**src/rtl/cmd_dispatcher.sv**
```systemverilog
// cmd_dispatcher: host-command engine between the FT245 rx/tx FIFOs and the camera peripherals
// Ports:
//   clk, rst_n                 clock, asynchronous active-low reset
//   rx_rdata/rx_rempty/rx_rinc first-word-fall-through rx FIFO read side
//   tx_wdata/tx_wfull/tx_winc  tx FIFO write side
//   sample_req/busy/data       ADC sampler handshake and result
//   ccd_toggle/ccd_busy        CCD readout handshake
//   pwm_duty/pwm_enable        per-channel duty registers and enables
//   shutter_open               1 = open
//   err_count                  saturating error counter
module cmd_dispatcher #(
  parameter int NUM_PWM    = 4,
  parameter int PWM_W      = 8,
  parameter int RESP_BYTES = 4,
  parameter int TIMEOUT    = 1024
) (
  input  logic                       clk,
  input  logic                       rst_n,
  input  logic [7:0]                 rx_rdata,
  input  logic                       rx_rempty,
  output logic                       rx_rinc,
  output logic [7:0]                 tx_wdata,
  input  logic                       tx_wfull,
  output logic                       tx_winc,
  output logic                       sample_req,
  input  logic                       sample_busy,
  input  logic [8*RESP_BYTES-1:0]    sample_data,
  output logic                       ccd_toggle,
  input  logic                       ccd_busy,
  output logic [NUM_PWM*PWM_W-1:0]   pwm_duty,
  output logic [NUM_PWM-1:0]         pwm_enable,
  output logic                       shutter_open,
  output logic [7:0]                 err_count
);
  localparam int PB = PWM_W / 8;
  localparam int BW = 8 * RESP_BYTES;
  localparam int TW = (TIMEOUT > 2) ? $clog2(TIMEOUT) : 1;
  typedef enum logic [3:0] {
    IDLE, DECODE, PAYLOAD, COMMIT, SAMPLE_REQ, SAMPLE_WAIT, CCD_REQ, CCD_WAIT, TX
  } state_t;
  state_t r_state, w_next;
  logic [7:0]               r_op;
  logic [1:0]               r_cnt;
  logic [TW-1:0]            r_tmo;
  logic [PWM_W-1:0]         r_stage;
  logic [BW-1:0]            r_buf;
  logic [3:0]               r_len;
  logic [NUM_PWM*PWM_W-1:0] r_duty;
  logic [NUM_PWM-1:0]       r_en;
  logic                     r_shut;
  logic [7:0]               r_err;
  logic [3:0]               w_k;
  logic [NUM_PWM-1:0]       w_mask;
  logic                     w_kok, w_err, w_pop, w_push, w_last, w_tmo;
  assign w_k   = r_op[3:0];
  assign w_kok = {28'd0, w_k} < 32'(NUM_PWM);
  // one-hot channel select; all-zero when k is out of range
  for (genvar i = 0; i < NUM_PWM; i++) begin : g_mask
    assign w_mask[i] = (w_k == 4'(i));
  end
  assign w_err = !((r_op >= 8'h01 && r_op <= 8'h04) ||
                   (r_op[7:4] >= 4'h1 && r_op[7:4] <= 4'h3 && w_kok));
  // gated by rst_n so no byte is consumed while reset is held
  assign w_pop  = rst_n && !rx_rempty && (r_state == IDLE || r_state == PAYLOAD);
  assign w_push = (r_state == TX) && !tx_wfull;
  assign w_last = (r_cnt == 2'(PB - 1));
  assign w_tmo  = rx_rempty && (r_tmo == TW'(TIMEOUT - 1));
  assign rx_rinc      = w_pop;
  assign tx_winc      = w_push;
  assign tx_wdata     = (r_state == TX) ? r_buf[7:0] : 8'h00;
  assign sample_req   = (r_state == SAMPLE_REQ);
  assign ccd_toggle   = (r_state == CCD_REQ);
  assign pwm_duty     = r_duty;
  assign pwm_enable   = r_en;
  assign shutter_open = r_shut;
  assign err_count    = r_err;
  always_ff @(posedge clk or negedge rst_n)
    if (!rst_n) r_state <= IDLE;
    else        r_state <= w_next;
  always_comb begin
    w_next = r_state;
    case (r_state)
      IDLE:        w_next = w_pop ? DECODE : IDLE;
      DECODE:      w_next = w_err ? TX : (r_op == 8'h01) ? SAMPLE_REQ : (r_op == 8'h02) ? CCD_REQ :
                            (r_op[7:4] == 4'h1) ? PAYLOAD : IDLE;
      PAYLOAD:     w_next = (w_pop && w_last) ? COMMIT : (!w_pop && w_tmo) ? TX : PAYLOAD;
      COMMIT:      w_next = IDLE;
      SAMPLE_REQ:  w_next = sample_busy ? SAMPLE_WAIT : SAMPLE_REQ;
      SAMPLE_WAIT: w_next = sample_busy ? SAMPLE_WAIT : TX;
      CCD_REQ:     w_next = ccd_busy ? CCD_WAIT : CCD_REQ;
      CCD_WAIT:    w_next = ccd_busy ? CCD_WAIT : TX;
      TX:          w_next = (w_push && r_len == 4'd1) ? IDLE : TX;
      default:     w_next = IDLE;
    endcase
  end
  always_ff @(posedge clk or negedge rst_n) begin
    if (!rst_n) begin
      r_op    <= '0;
      r_cnt   <= '0;
      r_tmo   <= '0;
      r_stage <= '0;
      r_buf   <= '0;
      r_len   <= '0;
      r_duty  <= '0;
      r_en    <= '0;
      r_shut  <= 1'b0;
      r_err   <= '0;
    end else begin
      case (r_state)
        IDLE: if (w_pop) r_op <= rx_rdata;
        DECODE: begin
          r_cnt  <= '0;
          r_tmo  <= '0;
          r_shut <= (r_op == 8'h03) ? 1'b1 : (r_op == 8'h04) ? 1'b0 : r_shut;
          r_en   <= (r_op[7:4] == 4'h2) ? (r_en | w_mask) :
                    (r_op[7:4] == 4'h3) ? (r_en & ~w_mask) : r_en;
          if (w_err) begin
            r_err <= r_err + 8'(r_err != 8'hFF);
            r_buf <= BW'(8'hEE);
            r_len <= 4'd1;
          end
        end
        PAYLOAD:
          if (w_pop) begin
            r_stage <= (r_stage << 8) | PWM_W'(rx_rdata);
            r_cnt   <= r_cnt + 2'd1;
            r_tmo   <= '0;
          end else if (w_tmo) begin
            r_stage <= '0;
            r_err   <= r_err + 8'(r_err != 8'hFF);
            r_buf   <= BW'(8'hEE);
            r_len   <= 4'd1;
          end else r_tmo <= r_tmo + 1'b1;
        COMMIT:
          for (int i = 0; i < NUM_PWM; i++)
            if (w_mask[i]) r_duty[i*PWM_W +: PWM_W] <= r_stage;
        SAMPLE_WAIT:
          if (!sample_busy) begin
            r_buf <= sample_data;
            r_len <= 4'(RESP_BYTES);
          end
        CCD_WAIT:
          if (!ccd_busy) begin
            r_buf <= BW'(8'hA5);
            r_len <= 4'd1;
          end
        // buffer drains LSB byte first by shifting down
        TX:
          if (w_push) begin
            r_buf <= r_buf >> 8;
            r_len <= r_len - 4'd1;
          end
        default: ;
      endcase
    end
  end
endmodule

```
**config.mk**
```make
export PLATFORM = sky130hd
export DESIGN_NAME = cmd_dispatcher
export DESIGN_NICKNAME = d
export VERILOG_FILES = /design/src/rtl/cmd_dispatcher.sv
export SDC_FILE = /design/constraint.sdc
export NUM_CORES = 1
export LEC_CHECK = 0
export CORE_UTILIZATION = 40
export CTS_BUF_LIST = sky130_fd_sc_hd__clkbuf_4 sky130_fd_sc_hd__clkbuf_8 sky130_fd_sc_hd__clkbuf_16
export CTS_CLUSTER_DIAMETER = 80
export DETAILED_ROUTE_END_ITERATION = 10
export DONT_BUFFER_PORTS = 1
export GPL_TIMING_DRIVEN = 0
export SLEW_MARGIN = 20
export SYNTH_ARGS = -nofsm -noshare
export SYNTH_HDL_FRONTEND = slang
export SYNTH_SLANG_ARGS = --single-unit
```
**constraint.sdc**
```tcl
create_clock -name clk -period 2.2 [get_ports clk]
set_input_delay 0.22 -clock clk [delete_from_list [all_inputs] [get_ports clk]]
set_output_delay 0.22 -clock clk [all_outputs]
set_load 0.01 [all_outputs]
```
==> results.cfg, run 1 <==
[routing]
route.met3.wl_um = 857
drc = 0
viasPerCell = 5.64
met1_length_um = 5750
drt-pass1-iter-count = 5
drt_iter0_drc = 196
wl_per_cell_um = 18.0
wl_met2_um = 6020
ant_nets = 0
dr.max_layer_used = met4
wl_um = 12900
vias = 4020

[synth]
synth-edff-count = 0
synth_nets = 532
synth_cell_types = 54
synth-seq-area-share_pct = 53.0
yosysWarnings = 0
async_flop_share_pct = 100
avgSynthCellArea_um2 = 11.1
synth_area_mm2 = 0.00533
ys.flop_type = dfrtp_1
syn_inst = 480
ys_ff_latch = 113

[critical_path]
path_max_fanout = 10
worstSetupPathType = reg2out
crit_arrival_ps = 1900
critical-path-max-stage-delay_ps = 630
critPathRequiredTime_ps = 1980
critPathBufInv = 1
end_kind = output pin
start_kind = register
crit_slowest_cell = or4_4
cpLargestDelayFamily = simple AND/OR/NAND/NOR gates
path_cells = buf_4 -> or4_4 -> nor2_2

[sta]
setup_viol = 0
fin_crit_ps = 2120
drv_slew = 0
max_freq_ghz = 0.471
tightestPinTransition_ps = 564
period_share_pct = 96.5
finClkSkew_ps = 6.10
slew_headroom_pct = 62.3
rsz0062_at_grt = yes
hold_violations = 113
worst_hold_slack_ps = -505

[die]
initial_core_util_pct = 41.6
die_h_um = 117
boundaryPins = 103
die_area_mm2 = 0.0138
core_area_mm2 = 0.0128
die_w_um = 117
placementRows = 41

[global_routing]
antenna_found_initial = 0
grt-ovfl-total = 0
grt_max_degree = 116
grt_pass1_wl_um = 21000
first_global_vias = 4005
track_usage_pct = 19.8

[final_layout]
drive_gt1_share_pct = 22.9
syn_to_final_growth_pct = 22.3
final_nets = 580
fillers = 1179
mostFrequentLayoutCells = 113 x dfrtp_1, 46 x mux2_2, 45 x o21ai_0, 31 x nand2_1, 27 x dlygate4sd3_1
fin_cells = 713
layout_commonest_cell = dfrtp_1
utilization_pct = 50.9
antenna_cells = 0

[power]
cellPowerDensity_mw_per_mm2 = 1160
p_total_w = 0.00756
p_leak_nw = 2.84
peakVddDrop_mv = 0.779

[placement]
place_inst = 652
globalplace.congestion = 0.776
dp_hpwl_um = 8630
portBuffers = 0

[status]
status = finished, violations left
violations = hold timing

[min_path]
hold_path.class = in2async

[clock_network]
cts_hold_buf = 27
clock_path_buffers = 2
cts_max_level = 4
clock_sinks = 113
clk_pin_slew_ps = 50
clock-root-buffer = clkbuf_16
cts_buffers = 17
worstSkewPairLatency_ps = 420
cts_tree = yes

[job]
cap_violations = 0
==> sequential cells by signal, summed over array words and instances, names as in the netlist, named ones only <==
name / flops
pwm_duty: 32
r_len: 4
r_cnt: 2
r_stage: 8
shutter_open: 1
r_state: 4
r_buf: 32
r_op: 8
r_tmo: 10
err_count: 8
==> worst register-to-register path, cell delays in order (launching register included) <==
cell,delay [ps]
dfrtp_1,390
ha_1,240
nand4_1,150
o31a_1,350
a21o_2,280
clkbuf_2,210
o21ai_0,250
o21ai_1,110
==> cells by family (layout without fill, tap and decap cells) <==
logic type	after synthesis	after routing	share of synthesized area (%)
buf+inv	36	97	3.43
compound gates	140	140	16.4
flops	113	113	53.0
xor+xnor	10	10	1.64
simple gates	126	126	13.8
mux	49	49	10.3
fa+ha+maj	6	6	1.41
==> cells in the mapped netlist, types with 4 or more instances <==
cell        n  share of area (%)
a21oi_1     8               0.75
a22o_1      8                1.3
a22oi_1    20                2.8
a31oi_1     6               0.70
and2_1     13                1.5
and3_1      9                1.1
buf_2       8               0.75
buf_4       4               0.56
clkbuf_1   14               0.99
dfrtp_1   113                 53
ha_1        6                1.4
inv_1       7               0.49
mux2_2     46                9.7
nand2_1    31                2.2
nand2b_1    4               0.47
nand3_1    10               0.94
nand4_1     5               0.59
nor2_1     23                1.6
nor2b_1     7               0.82
o21ai_0    45                4.2
o21ai_1    26                2.4
o22ai_1     4               0.47
o31ai_1     7               0.99
xor2_1      8                1.3
==> routing by layer <==
metal / track usage, % / vias up
met2: 30.2 / 131
met4: 7.85 / 0
met3: 7.27 / 17
met1: 25.6 / 2023
li1: - / 1849
met5: 0 / -
==> final timing paths <==
path	from	endpoint	cells after the start	slack, ps
setup / recovery	r_state[0]	tx_winc	3	80
hold / removal	rst_n	pwm_duty[8]	0	-510
setup reg to reg	r_tmo[0]	r_buf[29]	7	80
hold reg to reg	r_cnt[0]	r_cnt[0]	1	480
max in group asynchronous	rst_n	r_stage[7]	0	2490
min in group clk	sample_data[14]	r_buf[14]	2	20
==> what timing repair did <==
action,CTS,global route
pin swaps,1,1
resized for setup,5,16
endpoints found under the hold margin,148,113
buffers inserted,1,2
endpoints found under the setup margin,21,45
==> layout make-up <==
class / instances / area [um2] / share of cell area, %
flip-flops and latches: 113 / 2830 / 43.3
multi-input cells: 331 / 2350 / 36.0
clock buffers: 20 / 467 / 7.15
repair buffers: 30 / 293 / 4.49
well taps: 172 / 215 / 3.30
clock inverters: 12 / 181 / 2.78
plain buffers: 28 / 164 / 2.51
inverters: 7 / 26.3 / 0.403
==> through the flow <==
stage                     worst slack (ps)  instance area, um2  setup TNS [ps]
after floorplan                        247                5330               0
after global placement               -76.2                5550            -303
after detailed placement             -58.7                5550            -236
after CTS                             1.33                6490               0
after global routing                 -18.4                6520           -38.3
final                                 77.4                6520               0
==> where the power goes <==
| part | total, W | internal (W) | switching (W) | leakage (nW) |
|---|---|---|---|---|
| clock network | 0.00297 | 0.00198 | 0.000990 | 0.304 |
| registers | 0.00274 | 0.00240 | 0.000341 | 1.50 |
| logic | 0.00185 | 0.000777 | 0.00107 | 1.03 |
| total | 0.00756 | 0.00516 | 0.00240 | 2.84 |
Power figures use the tool's default switching activity.
==> inputs of run 2 (changes only) <==
--- a/config.mk
+++ b/config.mk
@@ -11,6 +11,7 @@
 export DETAILED_ROUTE_END_ITERATION = 10
 export DONT_BUFFER_PORTS = 1
 export GPL_TIMING_DRIVEN = 0
+export PLACE_DENSITY = 0.67
 export SLEW_MARGIN = 20
 export SYNTH_ARGS = -nofsm -noshare
 export SYNTH_HDL_FRONTEND = slang
==> constraint.sdc (replaced) <==
create_clock -name clk -period 1.75 [get_ports clk]
set_input_delay 0.175 -clock clk [delete_from_list [all_inputs] [get_ports clk]]
set_output_delay 0.175 -clock clk [all_outputs]
set_load 0.01 [all_outputs]
==> run 2 against run 1 <==
Register-to-register slack lost 260 ps. Via count increased by 4.4%. Design area grew 9.6%. Wire length grew 7.9%. Clock power about the same. The run ends with hold timing, setup timing left.
==> results.cfg, run 2 (synthesis gave the netlist of run 1 again) <==
[status]
status = finished, violations left
violations = hold timing, setup timing

[routing]
vias = 4196
ant_nets = 0
drc = 0
viasPerCell = 5.65
wl_um = 13900
drt-pass1-iter-count = 4
wl_per_cell_um = 18.7
drt_iter0_drc = 251

[sta]
fin_ws_ps = -187
fin_crit_ps = 1940
finClkSkew_ps = 10.2
period_share_pct = 111
hold_violations = 113
worst_hold_slack_ps = -547
setup_tns_ps = -8450
tightestPinTransition_ps = 571
setup_viol = 73
rsz0062_at_grt = yes
drv_slew = 0
max_freq_ghz = 0.516
slew_headroom_pct = 61.8

[placement]
portBuffers = 0
globalplace.congestion = 0.803
place_inst = 652
pre_cts_ws_ps = -349
dp_hpwl_um = 8330

[clock_network]
clk_pin_slew_ps = 50
clock_path_buffers = 2
cts_tree = yes
clock_sinks = 113
worstSkewPairLatency_ps = 420
clock-root-buffer = clkbuf_16
cts_buffers = 17
cts_max_level = 4
cts_hold_buf = 34

[final_layout]
antenna_cells = 0
layout_commonest_cell = dfrtp_1
syn_to_final_growth_pct = 34.1
final_nets = 613
fin_cells = 743
mostFrequentLayoutCells = 108 x dfrtp_1, 34 x dlygate4sd3_1, 30 x mux2_2, 29 x nand2_1, 29 x o21ai_0
drive_gt1_share_pct = 37.5

[global_routing]
grt-ovfl-total = 0
track_usage_pct = 21.1
antenna_found_initial = 0
grt_pass1_wl_um = 22800
grt_max_degree = 116
first_global_vias = 4370

[critical_path]
critPathRequiredTime_ps = 2050
cpLargestDelayFamily = multiplexers
crit_slowest_cell = dfrtp_2
path_max_fanout = 6
path_cells = nor4_4 -> mux2i_2 -> a21bo_2 -> and2_4 -> mux2_4
start_kind = register
end_kind = register
critical-path-max-stage-delay_ps = 460
worstSetupPathType = reg2reg
crit_arrival_ps = 2230
critPathBufInv = 0

[min_path]
hold_path.class = in2async

[power]
p_leak_nw = 3.15
peakVddDrop_mv = 0.814
cellPowerDensity_mw_per_mm2 = 1380

[job]
cap_violations = 0

[die]
die_h_um = 117
die_area_mm2 = 0.0138
core_area_mm2 = 0.0128
boundaryPins = 103
initial_core_util_pct = 41.6
placementRows = 41
die_w_um = 117
-- run 2: worst paths after layout --
| kind | end | cells after the start | slack [ps] | start |
|---|---|---|---|---|
| setup / recovery | err_count[1] | 5 | -190 | r_op[5] |
| hold / removal | r_buf[0] | 0 | -550 | rst_n |
| setup reg to reg | err_count[1] | 5 | -190 | r_op[5] |
| hold reg to reg | r_cnt[0] | 1 | 470 | r_cnt[0] |
| max in group asynchronous | pwm_duty[22] | 0 | 2090 | rst_n |
| min in group clk | r_buf[5] | 3 | 40 | sample_data[5] |
-- run 2: metrics by stage --
step | total power [W] | cell area (um2) | hold slack (ps) | util (%)
finish | 0.00987 | 7150 | -547 | 55.8
global route | 0.0104 | 7150 | -562 | 55.8
CTS | 0.00956 | 6950 | -562 | 54.2
detailed placement | 0.00570 | 5580 | -117 | 43.5
global placement | 0.00561 | 5580 | -118 | 43.5
floorplan | 0.00517 | 5370 | -121 | -
-- run 2: layout make-up --
cell class / instances / area [um2]
clock buffer: 21 / 462
clock inverter: 8 / 42.5
sequential: 113 / 2830
fill: 1054 / 5670
inverter: 7 / 26.3
tap: 172 / 215
timing repair buffer: 65 / 619
multi-input combinational: 331 / 2720
buffer: 26 / 231
-- run 2: repair_timing --
item | in CTS | in global routing
hold endpoints to repair | 155 | 113
resized for setup | 108 | 45
setup endpoints to repair | 113 | 117
gates cloned | 3 | 0
pin swaps | 18 | 15
setup buffers | 21 | 8
-- run 2: routing by layer --
layer | GRT usage (%) | wire (um) | vias to the layer above
met5 | 0 | 0 | -
met3 | 7.80 | 1160 | 24
met2 | 33.4 | 6760 | 153
met1 | 25.4 | 5660 | 2117
met4 | 10.3 | 294 | 0
li1 | - | - | 1902
-- run 2: power by group --
part	switching, W	total, W	leakage, nW	internal [W]
Combinational	0.00169	0.00334	1.39	0.00165
Clock	0.00115	0.00299	0.258	0.00184
Sequential	0.000511	0.00354	1.50	0.00303
==> patch, RTL diff (settings of run 1) <==
Put one more register stage on the output `pwm_enable`. The value now appears one clock later. The other outputs are not delayed to match.
--- a/src/rtl/cmd_dispatcher.sv
+++ b/src/rtl/cmd_dispatcher.sv
@@ -71,7 +71,9 @@
   assign sample_req   = (r_state == SAMPLE_REQ);
   assign ccd_toggle   = (r_state == CCD_REQ);
   assign pwm_duty     = r_duty;
-  assign pwm_enable   = r_en;
+  always_ff @(posedge clk) begin
+    pwm_enable <= r_en;
+  end
   assign shutter_open = r_shut;
   assign err_count    = r_err;
   always_ff @(posedge clk or negedge rst_n)
Behaviour: not the same (Yosys sat finds a counterexample within 4 cycles, from zero or initial values and one cycle with rst_n low).
==> patch against run 1 <==
  * Maximum frequency rose by 1.2%
  * Critical endpoint is now tx_wdata[0]
  * Die area rose by 2.7%
  * Register-to-register slack better by 60 ps
  * Cell area rose by 2.0%
  * Worst setup slack gained 24 ps
  * Total power up 2.8%
  * The flow still finishes with violations (hold timing)
  * Wire length fell by 2.3%
  * Sequential cell count is 4 higher
  * Final cell count fell by 2.5%
  * Area after synthesis up 2.7%
==> patch: results (changes against run 1) <==
[routing]
drtPass1Iterations = 4  ; -1
vias_per_cell = 5.514  ; -2.2%
wl_met1_um = 5625  ; -2.1%
vias = 3832  ; -4.7%
route.met3.wl_um = 793  ; -7.5%
wl_per_cell_um = 18.07  ; +0.23%
drtIter0Drc = 214  ; +9.2%
wl_met2_um = 5972  ; -0.73%

[sta]
slew_viol_final = 0  ; unchanged
skew_ps = 7.612  ; +1.516 ps
finalHoldViolations = 113  ; unchanged
slew_headroom_pct = 52.09  ; -10 points
holdWs_ps = -488.6  ; +16.47 ps

[global_route]
grt_start_max_net_pins = 116  ; unchanged
grt_pass1_wl_um = 20790  ; -1.0%
grt_usage_pct = 19.03  ; -0.80 points
first_global_vias = 3885  ; -3.0%

[synth]
synth_top_flop_cell = dfrtp_1
synth_area_per_cell_um2 = 11.88  ; +6.9%
synthDistinctLibCells = 62  ; +15%
synth_common_cells = dfrtp_1, mux2_2, nor2_1, inv_1
syn-num-nets = 513  ; -3.6%
async_flop_share_pct = 96.58  ; -3.4 points
yosysWarnings = 0  ; unchanged
yosysSeqAreaShare_pct = 53.10  ; +0.069 points
netlist_top_cells_area = dfrtp_1, mux2_2, o2bb2ai_1, a22oi_1, mux2i_1

[placement]
hpwl_um = 8497  ; -1.6%
gp_congestion = 0.7910  ; +1.9%
place_ws_ps = 25.26  ; +83.96 ps
io_buffer_count = 0  ; unchanged
dp.cells = 637  ; -2.3%
placed_area_mm2 = 0.005697  ; +2.7%

[critical_path]
cp_top_family = simple AND/OR/NAND/NOR gates
crit_start = r_state[0]
cp.arrival_ps = 1880  ; -20 ps
rr_startpoint = r_state[3]
slowest_stage = dfrtp_1
worst_path_largest_cell_delay_ps = 420  ; -210 ps

[clock_tree]
clk_latency_ps = 410
cts.hold.buffers_added = 22  ; -19%
cts_buffer_depth = 2  ; unchanged

[power_and_ir_drop]
p_leak_nw = 2.993  ; +5.3%
vdd_drop_max_mv = 0.5544  ; -29%
internal-power_w = 0.005317  ; +3.1%

[final_layout]
final_nets = 558  ; -3.8%
drive_gt1_share_pct = 24.08  ; +1.2 points
n_fill_cell = 1170  ; -0.76%

[run_status]
outcome = finished, violations left
violations = hold timing

## patch: path summary, 6_finish.rpt
| kind | depth (start not counted) | end | slack, ps |
|---|---|---|---|
| worst max register to register | 7 | r_buf[5] | 140 |
| worst max-delay path | 4 | tx_wdata[0] | 100 |
| max in group asynchronous | 0 | r_buf[16] | 2530 |
| worst min-delay path | 0 | pwm_duty[22] | -490 |
| worst min register to register | 0 | pwm_enable[3] | 380 |
| min in group clk | 2 | r_buf[8] | 20 |
## patch: cell type report
cell class / instances / area (µm²) / area share (%)
clock inverters: 9 / 125.1 / 1.880
clock buffers: 23 / 489.2 / 7.350
well taps: 176 / 220.2 / 3.308
multi-input cells: 298 / 2402 / 36.09
repair buffers: 27 / 257.7 / 3.872
inverters: 23 / 86.33 / 1.297
flip-flops and latches: 117 / 2908 / 43.68
plain buffers: 22 / 167.7 / 2.519
## patch: cell families after synthesis
kind of cell    after synthesis  synth area share, %
simple gates                125                13.91
flops                       117                53.10
compound gates               97                13.57
mux                          59                11.93
buf+inv                      46                4.363
xor+xnor                     11                1.759
fa+ha+maj                     6                1.371
## patch: power by group through the flow
| stage | clock [W] | combinational (W) | sequential [W] |
|---|---|---|---|
| floorplan | 0 | 0.00155 | 0.00278 |
| global placement | 0 | 0.00187 | 0.00286 |
| detailed placement | 0 | 0.00193 | 0.00287 |
| CTS | 0.00290 | 0.00201 | 0.00284 |
| global route | 0.00302 | 0.00229 | 0.00290 |
| finish | 0.00284 | 0.00210 | 0.00284 |
## patch: timing repair
action / CTS / global route
pin swaps: 1 / 2
hold endpoints to repair: 143 / 113
setup endpoints to repair: 10 / 88
setup buffers: 2 / 3
gates resized for setup: 4 / 27
## patch: per-layer routing
metal  vias up  global-route usage, %
met1      1960                  25.29
met2        87                  28.09
li1       1772                      -
met3        13                  6.897
met4         0                  7.595
met5         -                      0
